`config.mk`:
```
export PLATFORM = sky130hd
export DESIGN_NAME = nav_msg_gen
export DESIGN_NICKNAME = d
export VERILOG_FILES = /design/src/rtl/nav_msg_gen.sv
export SDC_FILE = /design/constraint.sdc
export NUM_CORES = 1
export LEC_CHECK = 0
export CORE_ASPECT_RATIO = 1.2
export CORE_MARGIN = 5
export CORE_UTILIZATION = 30
export DETAILED_ROUTE_END_ITERATION = 10
export MAX_ROUTING_LAYER = met4
export PLACE_DENSITY = 0.55
export SYNTH_ARGS = -nofsm -noshare
export SYNTH_HDL_FRONTEND = slang
export SYNTH_SLANG_ARGS = --single-unit
```
`constraint.sdc`:
```
create_clock -name clk_in -period 5 [get_ports clk_in]
set_input_delay 1.5 -clock clk_in [delete_from_list [all_inputs] [get_ports clk_in]]
set_output_delay 1.5 -clock clk_in [all_outputs]
set_load 0.01 [all_outputs]
```
`src/rtl/nav_msg_gen.sv`:
```
// GPS legacy navigation-message bit source: 300-bit subframes clocked out at one bit per
// EPOCHS_PER_BIT C/A epochs. Define NAV_PARITY_EN to enable IS-GPS-200 word parity.
module nav_msg_gen #(
    parameter int unsigned EPOCHS_PER_BIT = 20,
    parameter int unsigned TOW_MAX        = 100799
) (
    input  logic        clk_in,
    input  logic        rst_in,
    input  logic        ena_in,
    input  logic        epoch_in,
    input  logic        tow_load_in,
    input  logic [16:0] tow_in,
    input  logic [23:0] data_word_in,
    output logic        msg_out,
    output logic        bit_strobe_out,
    output logic        subframe_start_out,
    output logic [3:0]  word_idx_out,
    output logic [16:0] tow_out
);

    localparam int unsigned       EpochW    = (EPOCHS_PER_BIT > 1) ? $clog2(EPOCHS_PER_BIT) : 1;
    localparam logic [EpochW-1:0] EpochLast = EpochW'(EPOCHS_PER_BIT - 1);
    localparam logic [16:0]       TowMax    = 17'(TOW_MAX);
    localparam logic [4:0]        LastBit   = 5'd29;
    localparam logic [3:0]        LastWord  = 4'd9;
    localparam logic [2:0]        LastSf    = 3'd5;
    localparam logic [7:0]        Preamble  = 8'b1000_1011;

    logic [EpochW-1:0] epoch_cnt_q, epoch_cnt_d;
    logic [4:0]        bit_cnt_q, bit_cnt_d;
    logic [3:0]        word_cnt_q, word_cnt_d;
    logic [2:0]        sf_id_q, sf_id_d;
    logic [16:0]       tow_q, tow_d;
    logic [28:0]       shift_q, shift_d;
    logic              sent_q, sent_d;
    logic              msg_q, msg_d;
    logic              bit_stb_q, bit_stb_d;
    logic              sf_stb_q, sf_stb_d;

    logic              qual_epoch;
    logic              boundary;
    logic              word_load;
    logic              advance;
    logic              sf_wrap;
    logic [3:0]        word_next;
    logic [16:0]       tow_inc;
    logic [23:0]       payload;
    logic [29:0]       image;

    assign qual_epoch = ena_in && epoch_in && !tow_load_in;
    assign boundary   = qual_epoch && (epoch_cnt_q == '0);
    assign word_load  = (bit_cnt_q == '0);
    // The first word after reset or a load is sent without advancing the word counter.
    assign advance    = word_load && sent_q;
    assign sf_wrap    = advance && (word_cnt_q == LastWord);
    assign word_next  = !advance ? word_cnt_q : (sf_wrap ? 4'd0 : word_cnt_q + 4'd1);
    assign tow_inc    = (tow_q >= TowMax) ? '0 : tow_q + 17'd1;

    // HOW is only built mid-subframe, so tow_q/sf_id_q already belong to the current subframe.
    always_comb begin
        case (word_next)
            4'd0:    payload = {Preamble, 14'd0, 2'b00};
            4'd1:    payload = {tow_inc, 1'b0, 1'b0, sf_id_q, 2'b00};
            default: payload = data_word_in;
        endcase
    end

`ifdef NAV_PARITY_EN
    localparam logic [23:0] Mask25 = 24'hEC7CD2;
    localparam logic [23:0] Mask26 = 24'h763E69;
    localparam logic [23:0] Mask27 = 24'hBB1F34;
    localparam logic [23:0] Mask28 = 24'h5D8F9A;
    localparam logic [23:0] Mask29 = 24'hAEC7CD;
    localparam logic [23:0] Mask30 = 24'h2DEA27;

    logic d29_q, d29_d;
    logic d30_q, d30_d;

    // Masks select d1..d24 with d1 at bit 23; parity uses the uninverted source bits.
    function automatic logic [29:0] encode_word(input logic [23:0] d, input logic p29,
                                                input logic p30);
        logic [5:0] par;
        par[5] = p29 ^ (^(d & Mask25));
        par[4] = p30 ^ (^(d & Mask26));
        par[3] = p29 ^ (^(d & Mask27));
        par[2] = p30 ^ (^(d & Mask28));
        par[1] = p30 ^ (^(d & Mask29));
        par[0] = p29 ^ (^(d & Mask30));
        return {d ^ {24{p30}}, par};
    endfunction

    assign image = encode_word(payload, d29_q, d30_q);

    always_comb begin
        d29_d = d29_q;
        d30_d = d30_q;
        if (tow_load_in) begin
            d29_d = 1'b0;
            d30_d = 1'b0;
        end else if (boundary && word_load) begin
            d29_d = image[1];
            d30_d = image[0];
        end
    end

    always_ff @(posedge clk_in or posedge rst_in) begin
        if (rst_in) begin
            d29_q <= 1'b0;
            d30_q <= 1'b0;
        end else begin
            d29_q <= d29_d;
            d30_q <= d30_d;
        end
    end
`else
    assign image = {payload, 6'b000000};
`endif

    always_comb begin
        epoch_cnt_d = epoch_cnt_q;
        bit_cnt_d   = bit_cnt_q;
        word_cnt_d  = word_cnt_q;
        sf_id_d     = sf_id_q;
        tow_d       = tow_q;
        shift_d     = shift_q;
        sent_d      = sent_q;
        msg_d       = msg_q;
        bit_stb_d   = 1'b0;
        sf_stb_d    = 1'b0;
        if (tow_load_in) begin
            epoch_cnt_d = '0;
            bit_cnt_d   = '0;
            word_cnt_d  = '0;
            sf_id_d     = 3'd1;
            tow_d       = (tow_in > TowMax) ? '0 : tow_in;
            shift_d     = '0;
            sent_d      = 1'b0;
            msg_d       = 1'b0;
        end else if (qual_epoch) begin
            epoch_cnt_d = (epoch_cnt_q == EpochLast) ? '0 : epoch_cnt_q + EpochW'(1);
            if (boundary) begin
                sent_d    = 1'b1;
                bit_stb_d = 1'b1;
                bit_cnt_d = (bit_cnt_q == LastBit) ? '0 : bit_cnt_q + 5'd1;
                if (word_load) begin
                    msg_d      = image[29];
                    shift_d    = image[28:0];
                    word_cnt_d = word_next;
                    sf_stb_d   = (word_next == '0);
                    if (sf_wrap) begin
                        tow_d   = tow_inc;
                        sf_id_d = (sf_id_q == LastSf) ? 3'd1 : sf_id_q + 3'd1;
                    end
                end else begin
                    msg_d   = shift_q[28];
                    shift_d = {shift_q[27:0], 1'b0};
                end
            end
        end
    end

    always_ff @(posedge clk_in or posedge rst_in) begin
        if (rst_in) begin
            epoch_cnt_q <= '0;
            bit_cnt_q   <= '0;
            word_cnt_q  <= '0;
            sf_id_q     <= 3'd1;
            tow_q       <= '0;
            shift_q     <= '0;
            sent_q      <= 1'b0;
            msg_q       <= 1'b0;
            bit_stb_q   <= 1'b0;
            sf_stb_q    <= 1'b0;
        end else begin
            epoch_cnt_q <= epoch_cnt_d;
            bit_cnt_q   <= bit_cnt_d;
            word_cnt_q  <= word_cnt_d;
            sf_id_q     <= sf_id_d;
            tow_q       <= tow_d;
            shift_q     <= shift_d;
            sent_q      <= sent_d;
            msg_q       <= msg_d;
            bit_stb_q   <= bit_stb_d;
            sf_stb_q    <= sf_stb_d;
        end
    end

    assign msg_out            = msg_q;
    assign bit_strobe_out     = bit_stb_q;
    assign subframe_start_out = sf_stb_q;
    assign word_idx_out       = word_cnt_q;
    assign tow_out            = tow_q;

endmodule

```
==> run_results.csv, run 1 <==
group,metric,value,unit
global_route,grtUsageTotal,0.167,
pwr,powerDensity,316,nW/um^2
critical_path,path_delay_family,"simple AND/OR/NAND/NOR gates",
timing,fin_crit_sh,0.771,
finish,multiInputGateArea,2090,um^2
die,die_y,133,um
yosys,syn_area,3780,um^2
yosys,synth-edff-count,0,
yosys,syn_area_per_cell,8.51,um^2
drt,drc_errors,0,
clock_network,cts_sinks,61,
min_path,hold_class,"flip-flop to flip-flop",
critical_path,endpoint_kind,"flip-flop",
timing,setup_viol,0,
finish,area_growth,31.8,%
clock_network,cts_inserted_buffers,9,
clock_network,cts_resized,0,
global_route,antenna_found_initial,0,
min_path,min_path_cells,2,
yosys,yosys.area.top_type,"dfrtp_1",
critical_path,critical_path.max_stage_delay,0.74,ns
critical_path,worst-r2r-cell-count,9,
run_status,status,"finished, final reports clean",
critical_path,critical_path_arrival,4.07,ns
finish,utilization,0.398,
yosys,synth_nets,498,
finish,seq_area,1530,um^2
clock_network,cts_tree,"built",
placed_design,hpwlAfterDp,8910,um
clock_network,ctsHoldBuffers,0,
finish,drive_gt1_frac,0.0802,
die,start_util,0.302,
clock_network,htreeDepth,3,
yosys,syn_inst,444,
pwr,ir_drop,0.000149,V
timing,tightest_slew,1.00,ns
yosys,synth_flop_cell,"dfrtp_1",
placed_design,gp_congestion,0.903,
timing,final_max_slew_viol_count,0,
die,fp.coreArea,12500,um^2
clock_network,cts_setup_buffers,0,
critical_path,startpoint_type,"input pin",
global_route,grt.overflow.total,0,
placed_design,port_buffers,69,
clock_network,ctsRootBufferMaster,"clkbuf_16",
die,die_x,112,um
finish,nFillCells,1300,
clock_network,clockBufferDepth,2,
yosys,synth.area.top_cells,"dfrtp_1 (40%), nor2_1 (5.3%), nand2_1 (5.0%)",
global_route,grt_pass1_vias,3756,
yosys,synth-seq-area-share,0.404,
yosys,ys_warn_count,0,
finish,antenna_cells,0,
timing,fin_worst_skew,0.00672,ns
die,dieArea,14900,um^2
critical_path,r2r_setup_slack,2.04,ns
drt,drt_iter0_markers,169,
die,io_pins,70,
drt,dr.pass1.iters,4,
drt,finalWirelength,11800,um
critical_path,worstPathMaxFanout,11,
clock_network,clk_latency,0.33,ns
min_path,hp-start,"shift_q[26]",
critical_path,worstPathCellList,"clkdlybuf4s50_1, nand2_1, or4_1, or3_1, nand2_4, o21ai_1, a22o_1",
yosys,async_flop_share,1.00,
critical_path,required,5.22,ns
die,row_count,45,
timing,hold_viol,0,
critical_path,worstSetupPathType,"input pin to flip-flop",
global_route,grt_pass1_wl,19600,um
timing,slew_headroom,0.331,
critical_path,rr_endpoint,"shift_q[9]",
drt,viasPerCell,5.40,
timing,rsz0062_at_grt,"false",
clock_network,clkTransAtPathRegs,0.06,ns
pwr,power,1.57,mW
drt,wl_per_cell,17.5,um
pwr,p_leak,1.96,nW
timing,fin_tns_setup,0,ns
drt,vias,3646,
critical_path,critPathSlowestCell,"or4_1",
critical_path,r2r_start,"bit_cnt_q[0]",
yosys,ys_seq_elements,61,
global_route,grt_max_degree,40,
timing,period_minus_slack,3.86,ns
timing,max_freq,259,MHz
yosys,synth_top_area_frac,0.397,
min_path,min_to,"shift_q[26]",
finish,layout.nets,560,
critical_path,crit_buf_inv,1,
drt,ant_nets,0,
job,cap_violations,0,
yosys,yosysUniqueCellTypes,64,
[worst max path at each step]
stage / start / endpoint / slack [ns] / depth (start not counted)
finish: ena_in / tow_out[6] / 1.14 / 7
global route: ena_in / tow_out[3] / 0.89 / 7
CTS: ena_in / tow_out[13] / 1.16 / 7
detailed placement: ena_in / tow_out[10] / 0.82 / 7
global placement: ena_in / tow_out[13] / 0.86 / 7
floorplan: ena_in / tow_out[6] / 1.73 / 8
[sequential cells by signal (all words and copies together), names as in the netlist]
name and cells:
bit_cnt_q 5, bit_strobe_out 1, epoch_cnt_q 5, msg_out 1, sent_q 1, sf_id_q 3
shift_q 23, subframe_start_out 1, tow_out 17, word_idx_out 4
[final cells by class]
| type | instances | area share |
|---|---|---|
| tap | 164 | 0.0412 |
| timing repair buffer | 77 | 0.151 |
| multi-input combinational | 341 | 0.420 |
| inverter | 16 | 0.0121 |
| clock buffer | 13 | 0.0563 |
| clock inverter | 3 | 0.0131 |
| sequential | 61 | 0.307 |
[worst reg2reg max path, delay by kind of cell (launching register included)]
kind,cells,cell delay (ns)
and+or+nand+nor,2,1.05
AOI/OAI and AO/OA,4,0.83
adders and majority gates,1,0.17
DFF,1,0.44
buffers and inverters,2,0.34
[layout by cell type, fill, tap and decap left out, drive strengths merged, types with 3 or more instances in the layout]
cell type | synthesis | routed
a2111oi | 5 | 5
and3 | 3 | 3
or3 | 3 | 3
nand4 | 7 | 7
clkbuf | 15 | 13
nor3b | 3 | 3
nor3 | 17 | 17
xor2 | 5 | 5
dfrtp | 60 | 60
nand2 | 52 | 52
o31a | 5 | 5
ha | 8 | 8
a31oi | 4 | 4
a311oi | 4 | 4
clkdlybuf4s50 | 0 | 69
nand2b | 4 | 4
o21ai | 35 | 35
xnor2 | 10 | 10
nand3 | 21 | 21
nor2 | 53 | 53
a221oi | 8 | 8
nor4 | 12 | 12
a2bb2oi | 5 | 5
buf | 11 | 8
a21oi | 33 | 33
inv | 16 | 16
o31ai | 4 | 4
o22ai | 3 | 3
[logic make-up (layout without fill, tap and decap cells)]
family	count (synthesis)	count (layout)	synth area share
xor gates and xnor gates	15	15	0.0348
and+or+nand+nor	187	187	0.245
adders and majority gates	8	8	0.0265
buffers and inverters	42	109	0.0447
muxes	4	4	0.0113
DFF	61	61	0.404
AOI/OAI and AO/OA	127	127	0.233
[stage by stage]
step | hold WS [ns] | std cells | cell area [um^2] | setup slack (ns)
floorplan | 0.450 | 444 | 3780 | 1.73
global placement | 0.464 | 659 | 4630 | 0.864
detailed placement | 0.470 | 659 | 4630 | 0.816
CTS | 0.481 | 675 | 4980 | 1.16
global route | 0.516 | 675 | 4980 | 0.894
finish | 0.477 | 675 | 4980 | 1.14
[metal layers]
metal / global-route usage / vias up / part of all wire
met4: 0.0454 / 0 / 0.014
li1: - / 1754 / -
met1: 0.204 / 1785 / 0.43
met5: - / - / 0
met3: 0.0302 / 12 / 0.039
met2: 0.281 / 95 / 0.52
[synth_stat cells, types with 3 or more instances]
cell type and number:
or3_1 3, a311oi_1 4, inv_1 16, o21ai_1 21
buf_2 9, a221oi_1 8, nand3_1 21, o31a_1 5
xor2_1 5, nor2_1 53, o31ai_1 3, nand4_1 7
o21ai_0 14, dfrtp_1 60, a2bb2oi_1 5, a31oi_1 4
nand2b_1 4, nor3b_1 3, nor4_1 11, ha_1 8
a21oi_1 33, o22ai_1 3, nor3_1 15, nand2_1 50
clkbuf_1 15, xnor2_1 10, and3_1 3, a2111oi_2 3
[power by group]
part,internal [mW],total [mW],switching (mW)
Clock,0.490,0.707,0.218
Sequential,0.526,0.572,0.0458
Combinational,0.136,0.295,0.159
(Power assumes the default switching activity.)
==> inputs of run 2 (changes only) <==
PLACE_DENSITY = 0.57   (was 0.55)
clock period = 3.5 ns   (was 5 ns; I/O delays follow)
==> run 2 against run 1 <==
Flip-flop and latch count unchanged. Combinational power up 47%. Non-clock buffer count up 10. Critical path depth up 1. Hold slack better by 0.010 ns. Sequential share of layout area down 0.26 points. Critical path type unchanged.
==> run_results.csv, run 2 (synthesis gave the netlist of run 1 again) <==
group,metric,value,unit
drt,drt_iter0_markers,274,
finish,area_growth,32.9,%
finish,mostFrequentLayoutCells,"clkdlybuf4s50_1 (69), dfrtp_1 (60), nor2_1 (53), nand2_1 (50), a21oi_1 (33)",
finish,utilization,0.402,
placed_design,hpwlAfterDp,8780,um
pwr,powerDensity,430,nW/um^2
clock_network,clockBufferDepth,2,
clock_network,clk_latency,0.33,ns
drt,ant_nets,0,
timing,hold_viol,0,
die,dieArea,14900,um^2
placed_design,gp_congestion,0.906,
timing,fin_ws,0.489,ns
critical_path,startpoint_type,"input pin",
min_path,hold_class,"flip-flop to flip-flop",
die,io_pins,70,
clock_network,cts_setup_buffers,0,
global_route,antenna_found_initial,0,
global_route,grtUsageTotal,0.168,
clock_network,cts_inserted_buffers,9,
clock_network,ctsRootBufferMaster,"clkbuf_16",
critical_path,endpoint_kind,"flip-flop",
pwr,p_leak,1.99,nW
timing,rsz0062_at_grt,"false",
drt,vias,3687,
die,start_util,0.302,
clock_network,ctsHoldBuffers,0,
drt,drc_errors,0,
finish,largest_reg_flops,23,
finish,drive_gt1_frac,0.0925,
timing,setup_viol,0,
timing,tightest_slew,0.963,ns
drt,dr.pass1.iters,5,
timing,fin_worst_skew,0.00718,ns
global_route,grt_pass1_wl,19600,um
clock_network,cts_sinks,61,
die,die_y,133,um
drt,wl_per_cell,17.4,um
timing,fin_crit_sh,0.860,
clock_network,htreeDepth,3,
clock_network,cts_tree,"built",
drt,viasPerCell,5.40,
die,row_count,45,
drt,finalWirelength,11900,um
critical_path,required,3.67,ns
global_route,grt.overflow.total,0,
critical_path,critical_path_arrival,3.18,ns
finish,layout.nets,570,
placed_design,place_ws,0.161,ns
die,die_x,112,um
critical_path,r2r_setup_slack,0.87,ns
critical_path,worstPathMaxFanout,16,
clock_network,cts_resized,0,
finish,final_cells,683,
timing,final_max_slew_viol_count,0,
timing,fin_tns_setup,0,ns
pwr,power,2.16,mW
timing,max_freq,332,MHz
placed_design,dpl_cell_area,4720,um^2
timing,period_minus_slack,3.01,ns
global_route,grt_pass1_vias,3756,
pwr,ir_drop,0.000230,V
finish,final_common_cell,"clkdlybuf4s50_1",
placed_design,port_buffers,69,
finish,antenna_cells,0,
placed_design,dp.cells,669,
timing,hold_slack,0.487,ns
critical_path,worstSetupPathType,"input pin to flip-flop",
timing,slew_headroom,0.356,
die,fp.coreArea,12500,um^2
global_route,grt_max_degree,62,
finish,final_area,5020,um^2
clock_network,clkTransAtPathRegs,0.05,ns
run_status,status,"finished, final reports clean",
finish,largest_register,"shift_q",
job,cap_violations,0,
-- run 2: changes by cell type in the layout (fill, tap and decap cells not counted), sizes merged --
cell,change
buf,+10
clkinv,-1
bufinv,-1
-- run 2: power breakdown --
group / total [mW] / internal [mW] / switching, mW
Clock: 0.906 / 0.601 / 0.305
Combinational: 0.435 / 0.203 / 0.232
Sequential: 0.817 / 0.752 / 0.0659
Total: 2.16 / 1.56 / 0.603
-- run 2: path summary, 6_finish.rpt --
path / cells past startpoint / start / endpoint
hold / removal: 2 / shift_q[26] / shift_q[26]
setup / recovery: 8 / ena_in / tow_out[13]
max in group asynchronous: 3 / rst_in / sf_id_q[0]
setup reg to reg: 8 / bit_cnt_q[0] / shift_q[14]
hold reg to reg: 2 / shift_q[26] / shift_q[26]
min in group asynchronous: 3 / rst_in / word_idx_out[1]
-- run 2: area by class of cell --
type	instances	area, um^2
inverter	16	60.1
fill	1271	7480
timing repair buffer	87	838
tap	164	205
clock buffer	13	270
sequential	61	1530
multi-input combinational	341	2090
clock inverter	1	30.0
-- run 2: worst max-delay path: stages --
cell	delay [ns]
clkdlybuf4s50_1	0.51
nand2_1	0.09
or4_1	0.56
buf_4	0.18
nor3_2	0.20
nor2_1	0.24
a221oi_1	0.27
a21oi_1	0.07
-- run 2: metal layers --
layer  global-route usage  vias up  wire [um]
met4               0.0721        0        335
met5                    -        -          0
li1                     -     1772          -
met1                0.213     1778       5200
met2                0.270      115       5830
met3               0.0192       22        515
